===== config.mk =====
export PLATFORM = sky130hd
export DESIGN_NAME = ddr4_rx_lane_align
export DESIGN_NICKNAME = d
export VERILOG_FILES = /design/src/rtl/ddr4_rx_lane_align.sv
export SDC_FILE = /design/constraint.sdc
export NUM_CORES = 1
export LEC_CHECK = 0
export CAP_MARGIN = 20
export CORE_MARGIN = 3
export CORE_UTILIZATION = 40
export DETAILED_ROUTE_END_ITERATION = 6
export DONT_BUFFER_PORTS = 1
export SKIP_CTS_REPAIR_TIMING = 1
export SYNTH_ARGS = -nofsm -noshare
export SYNTH_HDL_FRONTEND = slang
export SYNTH_SLANG_ARGS = --single-unit

===== constraint.sdc =====
create_clock -name FAB_CLK -period 3.35 [get_ports FAB_CLK]
set_input_delay 0.335 -clock FAB_CLK [delete_from_list [all_inputs] [get_ports FAB_CLK]]
set_output_delay 0.335 -clock FAB_CLK [all_outputs]
set_load 0.01 [all_outputs]

===== src/rtl/ddr4_rx_lane_align.sv =====
// Read-side training for one DDR4 DQ lane in 4:1 receive mode: finds word alignment
// with bit slips, sweeps the delay line across the data eye and parks it at the centre.
module ddr4_rx_lane_align #(
  parameter logic [3:0] PATTERN = 4'b0011,
  parameter int         WINDOW  = 16,
  parameter int         SETTLE  = 8,
  parameter int         TAP_MAX = 127,
  parameter int         MIN_EYE = 4
) (
  input  logic       FAB_CLK,
  input  logic       ARST,
  input  logic       TRAIN_START,
  input  logic [3:0] RX_DATA,
  input  logic       DELAY_LINE_OUT_OF_RANGE,
  output logic       RX_BIT_SLIP,
  output logic       DELAY_LINE_LOAD,
  output logic       DELAY_LINE_MOVE,
  output logic       DELAY_LINE_DIRECTION,
  output logic       TRAIN_BUSY,
  output logic       TRAIN_DONE,
  output logic       TRAIN_FAIL,
  output logic [7:0] CENTER_TAP,
  output logic [7:0] EYE_WIDTH,
  output logic [1:0] SLIP_COUNT
);

  localparam int         TMR_W     = $clog2((WINDOW > SETTLE) ? WINDOW : SETTLE);
  localparam logic [7:0] TAP_MAX_W = 8'(TAP_MAX);
  localparam logic [8:0] MIN_EYE_W = 9'(MIN_EYE);

  typedef enum logic [3:0] {
    S_IDLE, S_LOAD, S_SETTLE, S_CHECK_ALIGN, S_SLIP, S_STEP_ALIGN,
    S_STEP_SWEEP, S_CHECK_SWEEP, S_EVAL, S_CENTER, S_DONE, S_FAIL
  } state_t;

  // where the settle period hands off once it expires
  typedef enum logic [1:0] {P_ALIGN, P_SWEEP, P_STEP, P_FINISH} pend_t;

  state_t st_q, st_d;
  pend_t  pend_q, pend_d;
  logic [TMR_W-1:0] tmr_q, tmr_d;
  logic [7:0] tap_q, tap_d, first_q, first_d, last_q, last_d;
  logic [7:0] center_q, center_d, width_q, width_d;
  logic [7:0] ctap_q, ctap_d, ewid_q, ewid_d;
  logic [1:0] tries_q, tries_d, slips_q, slips_d;
  logic       up_q, up_d, phase_q, phase_d, dir_q, dir_d;
  logic       busy_q, busy_d, done_q, done_d, fail_q, fail_d;
  logic [7:0] span;

  always_ff @(posedge FAB_CLK or posedge ARST) begin
    if (ARST) begin
      st_q <= S_IDLE;      pend_q <= P_ALIGN;   tmr_q <= '0;
      tap_q <= '0;         first_q <= '0;       last_q <= '0;
      center_q <= '0;      width_q <= '0;       ctap_q <= '0;
      ewid_q <= '0;        tries_q <= '0;       slips_q <= '0;
      up_q <= 1'b0;        phase_q <= 1'b0;     dir_q <= 1'b0;
      busy_q <= 1'b0;      done_q <= 1'b0;      fail_q <= 1'b0;
    end else begin
      st_q <= st_d;        pend_q <= pend_d;    tmr_q <= tmr_d;
      tap_q <= tap_d;      first_q <= first_d;  last_q <= last_d;
      center_q <= center_d; width_q <= width_d; ctap_q <= ctap_d;
      ewid_q <= ewid_d;    tries_q <= tries_d;  slips_q <= slips_d;
      up_q <= up_d;        phase_q <= phase_d;  dir_q <= dir_d;
      busy_q <= busy_d;    done_q <= done_d;    fail_q <= fail_d;
    end
  end

  always_comb begin
    st_d = st_q;         pend_d = pend_q;     tmr_d = tmr_q;
    tap_d = tap_q;       first_d = first_q;   last_d = last_q;
    center_d = center_q; width_d = width_q;   ctap_d = ctap_q;
    ewid_d = ewid_q;     tries_d = tries_q;   slips_d = slips_q;
    up_d = up_q;         phase_d = phase_q;   dir_d = dir_q;
    busy_d = busy_q;     done_d = done_q;     fail_d = fail_q;
    RX_BIT_SLIP = 1'b0;
    DELAY_LINE_LOAD = 1'b0;
    DELAY_LINE_MOVE = 1'b0;
    span = last_q - first_q;

    case (st_q)
      S_IDLE, S_DONE, S_FAIL: begin
        if (TRAIN_START) begin
          st_d = S_LOAD;   busy_d = 1'b1; done_d = 1'b0; fail_d = 1'b0;
          ctap_d = '0;     ewid_d = '0;   slips_d = '0;
        end
      end
      S_LOAD: begin
        DELAY_LINE_LOAD = 1'b1;
        tap_d = '0;  tries_d = '0;  up_d = 1'b0;
        pend_d = P_ALIGN;
        tmr_d = TMR_W'(SETTLE - 1);
        st_d = S_SETTLE;
      end
      S_SETTLE: begin
        // a limit flag after an increment means the line stayed put
        if (up_q && DELAY_LINE_OUT_OF_RANGE) begin
          tap_d = tap_q - 8'd1;
          up_d = 1'b0;
          st_d = (pend_q == P_SWEEP) ? S_EVAL : S_FAIL;
        end else if (tmr_q == '0) begin
          up_d = 1'b0;
          tmr_d = TMR_W'(WINDOW - 1);
          case (pend_q)
            P_ALIGN: st_d = S_CHECK_ALIGN;
            P_SWEEP: st_d = S_CHECK_SWEEP;
            P_STEP:  st_d = S_STEP_ALIGN;
            default: st_d = S_DONE;
          endcase
        end else begin
          tmr_d = tmr_q - TMR_W'(1);
        end
      end
      S_CHECK_ALIGN: begin
        if (RX_DATA != PATTERN) begin
          // the fourth slip brings the rotation back to where this tap started
          pend_d = (tries_q == 2'd3) ? P_STEP : P_ALIGN;
          tries_d = tries_q + 2'd1;
          st_d = S_SLIP;
        end else if (tmr_q == '0) begin
          first_d = tap_q;
          last_d = tap_q;
          st_d = S_STEP_SWEEP;
        end else begin
          tmr_d = tmr_q - TMR_W'(1);
        end
      end
      S_SLIP: begin
        RX_BIT_SLIP = 1'b1;
        slips_d = slips_q + 2'd1;
        tmr_d = TMR_W'(SETTLE - 1);
        st_d = S_SETTLE;
      end
      S_STEP_ALIGN, S_STEP_SWEEP: begin
        if (tap_q == TAP_MAX_W) begin
          st_d = (st_q == S_STEP_ALIGN) ? S_FAIL : S_EVAL;
        end else begin
          DELAY_LINE_MOVE = 1'b1;
          dir_d = 1'b1;
          tap_d = tap_q + 8'd1;
          up_d = 1'b1;
          pend_d = (st_q == S_STEP_ALIGN) ? P_ALIGN : P_SWEEP;
          tmr_d = TMR_W'(SETTLE - 1);
          st_d = S_SETTLE;
        end
      end
      S_CHECK_SWEEP: begin
        if (RX_DATA != PATTERN) begin
          st_d = S_EVAL;
        end else if (tmr_q == '0) begin
          last_d = tap_q;
          st_d = S_STEP_SWEEP;
        end else begin
          tmr_d = tmr_q - TMR_W'(1);
        end
      end
      S_EVAL: begin
        if (({1'b0, span} + 9'd1) < MIN_EYE_W) begin
          st_d = S_FAIL;
        end else begin
          width_d = span + 8'd1;
          center_d = first_q + (span >> 1);
          phase_d = 1'b0;
          st_d = S_CENTER;
        end
      end
      S_CENTER: begin
        if (tap_q > center_q) begin
          if (!phase_q) begin
            DELAY_LINE_MOVE = 1'b1;
            dir_d = 1'b0;
            tap_d = tap_q - 8'd1;
          end
          phase_d = ~phase_q;
        end else begin
          pend_d = P_FINISH;
          tmr_d = TMR_W'(SETTLE - 1);
          st_d = S_SETTLE;
        end
      end
      default: st_d = S_IDLE;
    endcase

    if (st_d == S_DONE && st_q != S_DONE) begin
      done_d = 1'b1; busy_d = 1'b0; ctap_d = tap_d; ewid_d = width_q;
    end
    if (st_d == S_FAIL && st_q != S_FAIL) begin
      fail_d = 1'b1; busy_d = 1'b0; ctap_d = tap_d; ewid_d = '0;
    end
  end

  assign DELAY_LINE_DIRECTION = dir_d;
  assign TRAIN_BUSY = busy_q;
  assign TRAIN_DONE = done_q;
  assign TRAIN_FAIL = fail_q;
  assign CENTER_TAP = ctap_q;
  assign EYE_WIDTH  = ewid_q;
  assign SLIP_COUNT = slips_q;

endmodule

==> flow_summary_export.csv, run 1 <==
group,metric,value,unit
hold_path,hp-class,"in2async",
global_routing,antenna_found_initial,0,
setup_path,critPathKind,"reg2reg",
yosys,synth.avg_cell_area,9.65,um2
flow_run,maxCapViolations,0,
timing,timing.hold.ws,7.61,ps
yosys,synth_edf_count,0,
yosys,synth_flop_cell,"dfrtp_1",
power_and_ir_drop,p_leak,2.54,nW
yosys,synth_cell_types,73,
finish,fin_area,5450,um2
floorplanning,rows,39,
placed_design,gp_congestion,0.900,
run_status,status,"finished, final reports clean",
timing,finalSetupTns,0,ps
setup_path,endpoint_kind,"flop",
yosys,synth-seq-cells,76,
setup_path,cp-start-kind,"flop",
power_and_ir_drop,switching_share,0.411,
setup_path,regToRegSetupSlack,220,ps
floorplanning,ioPinCount,33,
floorplanning,die_w,116,um
detailed_routing,ant_nets,0,
power_and_ir_drop,internal_power,2.37,mW
timing,period_minus_slack,3130,ps
finish,fin_util,0.467,
timing,slew_violations,0,
yosys,yosysWarnings,0,
yosys,synthArstFlopShare,1.00,
timing,slew_headroom,0.332,
yosys,syn-cell-area,4870,um2
finish,multiInputGateArea,2770,um2
power_and_ir_drop,pwr-share-seq,0.359,
finish,final_layout_size_suffix_gt1_frac,0.164,
finish,areaGrowthSynthToFinish,11.8,%
timing,fin_crit_sh,0.934,
floorplanning,dieHeight,116,um
cts,clkSlewWorstSetupHoldPaths,70,ps
placed_design,dp_hpwl,8800,um
placed_design,io_buffers,0,
power_and_ir_drop,powerDensity,739,nW/um2
power_and_ir_drop,vdd_ir_drop_max,0.350,mV
yosys,synth_fp_nets,545,
yosys,yosysSeqAreaShare,0.390,
setup_path,required,3570,ps
detailed_routing,drt_first_pass_iters,4,
global_routing,grt_pass1_vias,3882,
setup_path,ff2ff_path_depth,13,
timing,hold_viol,0,
detailed_routing,drt_wl_total,11600,um
finish,seqCellArea,1900,um2
detailed_routing,drt_iter0_drc,225,
global_routing,grt-ovfl-total,0,
setup_path,cp.arrival,3350,ps
cts,cts_tree,"yes",
global_routing,grt_max_degree,47,
finish,final_cells,668,
finish,num_antenna_cells,0,
setup_path,crit_path_max_fanout,15,
detailed_routing,viasPerCell,5.62,
floorplanning,die-area,13500,um2
global_routing,grt_usage,0.185,
finish,fillCellCount,1125,
floorplanning,start_util,0.418,
detailed_routing,wl_per_cell,17.3,um
detailed_routing,drc,0,
global_routing,grt_pass1_wl,19500,um
floorplanning,core_area,11700,um2
timing,fmax,320,MHz
yosys,syn_inst,505,
timing,skew,7.87,ps
cts,clock-root-buffer,"clkbuf_16",
cts,cts.htree.levels,3,
finish,layout.nets,560,
placed_design,placed_cell_area,5120,um2
timing,grt_setup_unrepaired,"false",
timing,worst_pin_slew,986,ps
cts,clockBufferDepth,2,
cts,cts_buffers,9,
power_and_ir_drop,p_clk_frac,0.253,
timing,finalSetupViolations,0,
detailed_routing,dr_total_vias,3753,
cts,cts_sinks,76,
power_and_ir_drop,power_frac_comb,0.388,
power_and_ir_drop,switching_power,1.65,mW
placed_design,dp.cells,651,
cts,clock_latency,350,ps
[cell families after synthesis]
logic type / synth area share
mux: 0.0732
fa+ha+maj: 0.0853
simple gates: 0.180
flops: 0.390
compound gates: 0.186
xor+xnor: 0.0408
buf+inv: 0.0444
[metal layers]
metal	track usage	share of wire	wire, um
met1	0.242	0.47	5400
met2	0.307	0.47	5490
met3	0.0399	0.043	502
met4	0.0541	0.017	193
met5	0	0	0
[power by group through the flow]
stage / sequential (mW) / combinational, mW / clock [mW]
5_1_grt: 1.48 / 1.75 / 1.08
3_3_place_gp: 1.46 / 1.51 / 0
4_1_cts: 1.45 / 1.56 / 1.04
3_5_place_dp: 1.46 / 1.55 / 0
6_report: 1.44 / 1.56 / 1.02
2_1_floorplan: 1.32 / 1.25 / 0
[cell type report]
class / instances / share of cell area
Clock buffer: 9 / 0.0414
Clock inverter: 7 / 0.0152
Inverter: 34 / 0.0241
Multi-Input combinational cell: 378 / 0.508
Sequential cell: 76 / 0.349
Tap cell: 143 / 0.0329
Timing Repair Buffer: 21 / 0.0290
[registers in the layout, summed over array words and instances, names as in the netlist, 8 cells and up]
register,flops
CENTER_TAP,8
EYE_WIDTH,8
center_q,8
first_q,8
last_q,8
tap_q,8
width_q,8
[stage by stage]
step           setup WS [ps]  total power, mW
6_report                 221             4.02
5_1_grt                 42.6             4.32
4_1_cts                 70.4             4.04
3_5_place_dp             101             3.01
3_3_place_gp             180             2.97
2_1_floorplan            330             2.57
[synthesized netlist by cell type (all sizes together) (4+ instances only)]
master	instances	area (um2)
xor2	9	93.8
o211ai	7	52.6
nor2b	6	37.5
a21o	11	82.6
xnor2	12	105
o21ai	30	150
mux2i	6	60.1
and3	5	31.3
nand2b	8	50.1
a32o	8	90.1
a21oi	30	165
nor3	17	90.1
mux2	25	297
clkbuf	9	35.0
and2	10	62.6
o21a	4	30.0
buf	8	51.3
nor2	34	128
nand2	57	214
a211oi	4	35.0
inv	34	130
dfrtp	76	1900
ha	30	375
nand3	12	72.6
[final timing paths]
| check | startpoint | to |
|---|---|---|
| worst max-delay path | last_q[0] | CENTER_TAP[4] |
| worst min-delay path | ARST | center_q[7] |
| worst max register to register | last_q[0] | CENTER_TAP[4] |
| worst min register to register | center_q[5] | center_q[5] |
| max in group asynchronous | ARST | last_q[6] |
| min in group FAB_CLK | DELAY_LINE_OUT_OF_RANGE | up_q |
[layout by cell type (no fill, tap or decap), types with 7 or more instances in the layout]
cell	count
a21o_1	11
a21oi_1	26
a32o_2	8
and2_1	10
buf_4	21
clkbuf_16	9
dfrtp_1	76
ha_1	30
inv_1	32
mux2_2	17
nand2_1	57
nand2b_1	8
nand3_1	11
nor2_1	34
nor3_1	16
o211ai_1	7
o21ai_0	28
xnor2_1	12
xor2_1	7
[worst max-delay path, stage by stage (launching register included)]
cell and delay (ps):
dfrtp_1 360, inv_1 70, ha_1 160, inv_1 60, fa_2 560, ha_1 260, nand3b_1 90, o21ai_0 80
nand2_1 110, nor4_4 290, a41oi_4 250, inv_4 130, nand3_4 190, mux2_1 380
No activity file was read; power rests on OpenSTA's default activity.
==> run 2, diff against run 1 <==
==> constraint.sdc (replaced) <==
create_clock -name FAB_CLK -period 3.1 [get_ports FAB_CLK]
set_input_delay 0.31 -clock FAB_CLK [delete_from_list [all_inputs] [get_ports FAB_CLK]]
set_output_delay 0.31 -clock FAB_CLK [all_outputs]
set_load 0.01 [all_outputs]
==> run 2 against run 1 <==
Effect of this change: the run now ends with setup timing left; cell area rose by 4.1%; cell count rose by 2.4%; utilization is 1.9 points higher; sequential power up 6%; critical path depth shrank 1; worst setup slack lost 230 ps; clock power grew 12%.
==> flow_summary_export.csv, run 2 (synthesis results as in run 1) <==
group,metric,value,unit
run_status,status,"finished, violations left",
run_status,violations,"setup timing",
cts,cts_sinks,76,
finish,layout.nets,576,
global_routing,grt_usage,0.185,
setup_path,endpoint_kind,"flop",
setup_path,regToRegSetupSlack,-7,ps
power_and_ir_drop,p_leak,2.63,nW
cts,clock-root-buffer,"clkbuf_16",
global_routing,grt_pass1_vias,3973,
placed_design,dp_hpwl,9030,um
hold_path,hp-start,"DELAY_LINE_OUT_OF_RANGE",
timing,grt_setup_unrepaired,"true",
detailed_routing,drt_wl_total,12300,um
timing,fmax,322,MHz
timing,skew,5.07,ps
detailed_routing,drt_iter0_drc,296,
power_and_ir_drop,switching_share,0.404,
detailed_routing,dr_total_vias,3928,
power_and_ir_drop,p_clk_frac,0.254,
timing,slew_violations,0,
flow_run,maxCapViolations,0,
detailed_routing,viasPerCell,5.74,
timing,finalSetupViolations,2,
global_routing,grt_max_degree,30,
finish,num_antenna_cells,0,
floorplanning,die-area,13500,um2
floorplanning,die_w,116,um
floorplanning,rows,39,
setup_path,cp.arrival,3320,ps
power_and_ir_drop,pwr-share-seq,0.340,
floorplanning,start_util,0.418,
setup_path,critPathLaunch,"first_q[0]",
setup_path,crit_path_max_fanout,8,
placed_design,pre_cts_slack,-48.5,ps
finish,areaGrowthSynthToFinish,16.4,%
hold_path,hp-class,"in2reg",
floorplanning,core_area,11700,um2
floorplanning,ioPinCount,33,
finish,final_common_cell,"dfrtp_1",
finish,fin_area,5670,um2
timing,period_minus_slack,3110,ps
setup_path,critPathKind,"reg2reg",
placed_design,gp_congestion,0.907,
timing,timing.hold.ws,238,ps
detailed_routing,ant_nets,0,
power_and_ir_drop,powerDensity,792,nW/um2
setup_path,cp-start-kind,"flop",
power_and_ir_drop,internal_power,2.68,mW
detailed_routing,drt_first_pass_iters,5,
global_routing,grt_pass1_wl,19900,um
timing,hold_viol,0,
global_routing,antenna_found_initial,0,
global_routing,grt-ovfl-total,0,
cts,clkSlewWorstSetupHoldPaths,60,ps
finish,final_cell_mix,"dfrtp_1, nand2_1, nor2_1, buf_4, inv_1",
finish,final_layout_size_suffix_gt1_frac,0.216,
detailed_routing,wl_per_cell,18.0,um
setup_path,required,3320,ps
cts,cts.htree.levels,3,
finish,fin_util,0.486,
cts,clock_latency,330,ps
power_and_ir_drop,switching_power,1.81,mW
setup_path,r2r-start,"first_q[0]",
power_and_ir_drop,power_frac_comb,0.406,
power_and_ir_drop,vdd_ir_drop_max,0.429,mV
timing,fin_ws,-7.06,ps
cts,cts_buffers,9,
cts,cts_tree,"yes",
timing,worst_pin_slew,978,ps
placed_design,io_buffers,0,
timing,finalSetupTns,-10.2,ps
timing,slew_headroom,0.338,
timing,fin_crit_sh,1.00,
floorplanning,dieHeight,116,um
cts,clockBufferDepth,2,
detailed_routing,drc,0,
placed_design,placed_cell_area,5190,um2
[run 2: power groups by stage]
| stage | Clock (mW) | Combinational (mW) | Sequential (mW) |
|---|---|---|---|
| final | 1.14 | 1.83 | 1.53 |
| after global routing | 1.20 | 2.03 | 1.57 |
| after CTS | 1.16 | 1.75 | 1.53 |
| after detailed placement | 0 | 1.74 | 1.54 |
| after global placement | 0 | 1.69 | 1.54 |
| after floorplan | 0 | 1.35 | 1.42 |
[run 2: layout make-up]
type,instances,area [um2]
inverters,34,131
flip-flops and latches,76,1900
clock inverters,7,100
clock buffers,9,225
well taps,143,179
fillers,1073,5990
multi-input cells,379,2860
repair buffers,36,277
[run 2: final timing paths]
check | endpoint | cells after the start
max | CENTER_TAP[4] | 12
min | up_q | 3
max reg2reg | CENTER_TAP[4] | 12
min reg2reg | EYE_WIDTH[0] | 1
max in group asynchronous | EYE_WIDTH[2] | 3
min in group asynchronous | st_q[2] | 2
[run 2: worst max-delay path: stages, from the launching register on]
cell and delay [ps]:
dfrtp_1 410, ha_4 170, inv_2 40, fa_2 620, ha_4 170, nand3b_1 100, o21ai_2 90, nand2_2 90
nor4_4 350, a41oi_4 250, inv_4 170, nand3_4 160, mux2_4 350
[run 2: metrics by stage]
stage / total power, mW / std cells
after floorplan: 2.78 / 505
after global placement: 3.23 / 661
after detailed placement: 3.28 / 661
after CTS: 4.44 / 677
after global routing: 4.81 / 684
final: 4.49 / 684
[run 2: layer usage]
| metal | vias to the layer above | global-route usage | part of all wire |
|---|---|---|---|
| met3 | 22 | 0.0358 | 0.045 |
| met4 | 0 | 0.0541 | 0.020 |
| li1 | 1875 | - | - |
| met2 | 117 | 0.303 | 0.47 |
| met1 | 1914 | 0.249 | 0.46 |
| met5 | - | 0 | 0 |
==> run 3, diff against run 2 <==
--- a/config.mk
+++ b/config.mk
@@ -8,6 +8,7 @@
 export CAP_MARGIN = 20
 export CORE_MARGIN = 3
 export CORE_UTILIZATION = 40
+export CTS_BUF_LIST = sky130_fd_sc_hd__clkbuf_2
 export DETAILED_ROUTE_END_ITERATION = 6
 export DONT_BUFFER_PORTS = 1
 export SKIP_CTS_REPAIR_TIMING = 1
==> run 3 against run 2 <==
Effect of this change: the flow now finishes without violations; sequential power about the same; register-to-register slack improved by 40 ps; wire length down 0.51%; fmax grew 1.4%; critical path type unchanged.
==> flow_summary_export.csv, run 3 (synthesis results as in run 1) <==
group,metric,value,unit
timing,fin_crit_sh,0.988,
global_routing,grt-ovfl-total,0,
cts,cts_sinks,76,
finish,seqCellArea,1900,um2
timing,finalSetupTns,0,ps
detailed_routing,dr_total_vias,3973,
timing,finalSetupViolations,0,
cts,clockBufferDepth,2,
floorplanning,dieHeight,116,um
timing,fmax,326,MHz
finish,final_cells,689,
power_and_ir_drop,powerDensity,735,nW/um2
setup_path,critPathKind,"reg2reg",
detailed_routing,viasPerCell,5.77,
finish,final_cell_mix,"dfrtp_1, nand2_1, buf_4",
timing,worst_pin_slew,965,ps
finish,fin_util,0.477,
global_routing,grt_pass1_vias,3947,
cts,clock-root-buffer,"clkbuf_2",
cts,cts.htree.levels,3,
placed_design,placed_cell_area,5190,um2
power_and_ir_drop,vdd_ir_drop_max,0.430,mV
floorplanning,start_util,0.418,
timing,skew,20.5,ps
detailed_routing,wl_per_cell,17.8,um
placed_design,pre_cts_slack,-48.5,ps
timing,fin_ws,35.8,ps
placed_design,gp_congestion,0.907,
global_routing,grt_pass1_wl,19700,um
finish,multiInputGateArea,2880,um2
finish,layout.nets,581,
timing,timing.hold.ws,144,ps
detailed_routing,drt_wl_total,12300,um
global_routing,met2_usage,0.300,
finish,final_common_cell,"dfrtp_1",
floorplanning,ioPinCount,33,
power_and_ir_drop,power.total,4.09,mW
setup_path,cp-start-kind,"flop",
flow_run,maxCapViolations,0,
finish,areaGrowthSynthToFinish,14.2,%
finish,num_antenna_cells,0,
timing,grt_setup_unrepaired,"true",
finish,fillCellCount,1089,
global_routing,met3_usage,0.0394,
run_status,status,"finished, final reports clean",
placed_design,io_buffers,0,
cts,clock_latency,560,ps
global_routing,gr-usage-met1,0.247,
timing,period_minus_slack,3060,ps
setup_path,endpoint_kind,"flop",
floorplanning,die_w,116,um
detailed_routing,ant_nets,0,
setup_path,crit_path_max_fanout,8,
power_and_ir_drop,p_leak,2.59,nW
timing,hold_viol,0,
global_routing,gr-max-usage-layer,"met2",
global_routing,grt_usage,0.184,
cts,clkSlewWorstSetupHoldPaths,230,ps
setup_path,required,3560,ps
setup_path,regToRegSetupSlack,40,ps
cts,cts_tree,"yes",
placed_design,dp_hpwl,9030,um
cts,cts_buffers,9,
placed_design,dp.cells,661,
setup_path,cp.arrival,3520,ps
finish,fin_area,5570,um2
timing,slew_violations,0,
detailed_routing,drt_iter0_drc,292,
detailed_routing,drc,0,
global_routing,antenna_found_initial,0,
floorplanning,core_area,11700,um2
detailed_routing,drt_first_pass_iters,7,
hold_path,hp-class,"in2async",
global_routing,grt_max_degree,30,
floorplanning,die-area,13500,um2
finish,final_layout_size_suffix_gt1_frac,0.223,
timing,slew_headroom,0.346,
floorplanning,rows,39,
[run 3: path summary, 6_finish.rpt]
path	start	end	cells past startpoint
min in group FAB_CLK	TRAIN_START	st_q[3]	3
min	ARST	last_q[3]	2
max in group asynchronous	ARST	tap_q[0]	3
max	last_q[0]	CENTER_TAP[7]	13
max reg2reg	last_q[0]	CENTER_TAP[7]	13
min reg2reg	tries_q[0]	tries_q[0]	1
[run 3: critical path: stages, from the launching register on]
cell and delay (ps):
dfrtp_1 420, inv_2 80, ha_4 140, inv_2 40, fa_2 580, ha_4 170
nand3b_1 100, o21ai_2 90, nand2_2 80, nor4_4 350, a41oi_4 250, inv_4 150
nand3_4 160, mux2_4 350
[run 3: where the power goes]
group / switching, mW / internal, mW
combinational: 1.13 / 0.788
clock: 0.385 / 0.269
sequential: 0.280 / 1.24
[run 3: cell type report]
type / count / share of cell area
clock buffers: 9 / 0.00809
clock inverters: 7 / 0.0180
inverters: 34 / 0.0236
multi-input cells: 379 / 0.517
flip-flops and latches: 76 / 0.342
well taps: 143 / 0.0321
repair buffers: 41 / 0.0591
[run 3: metal layers]
metal	vias up	routed length (um)
li1	1886	-
met1	1958	5640
met2	106	5690
met3	23	639
met4	0	285
met5	-	0
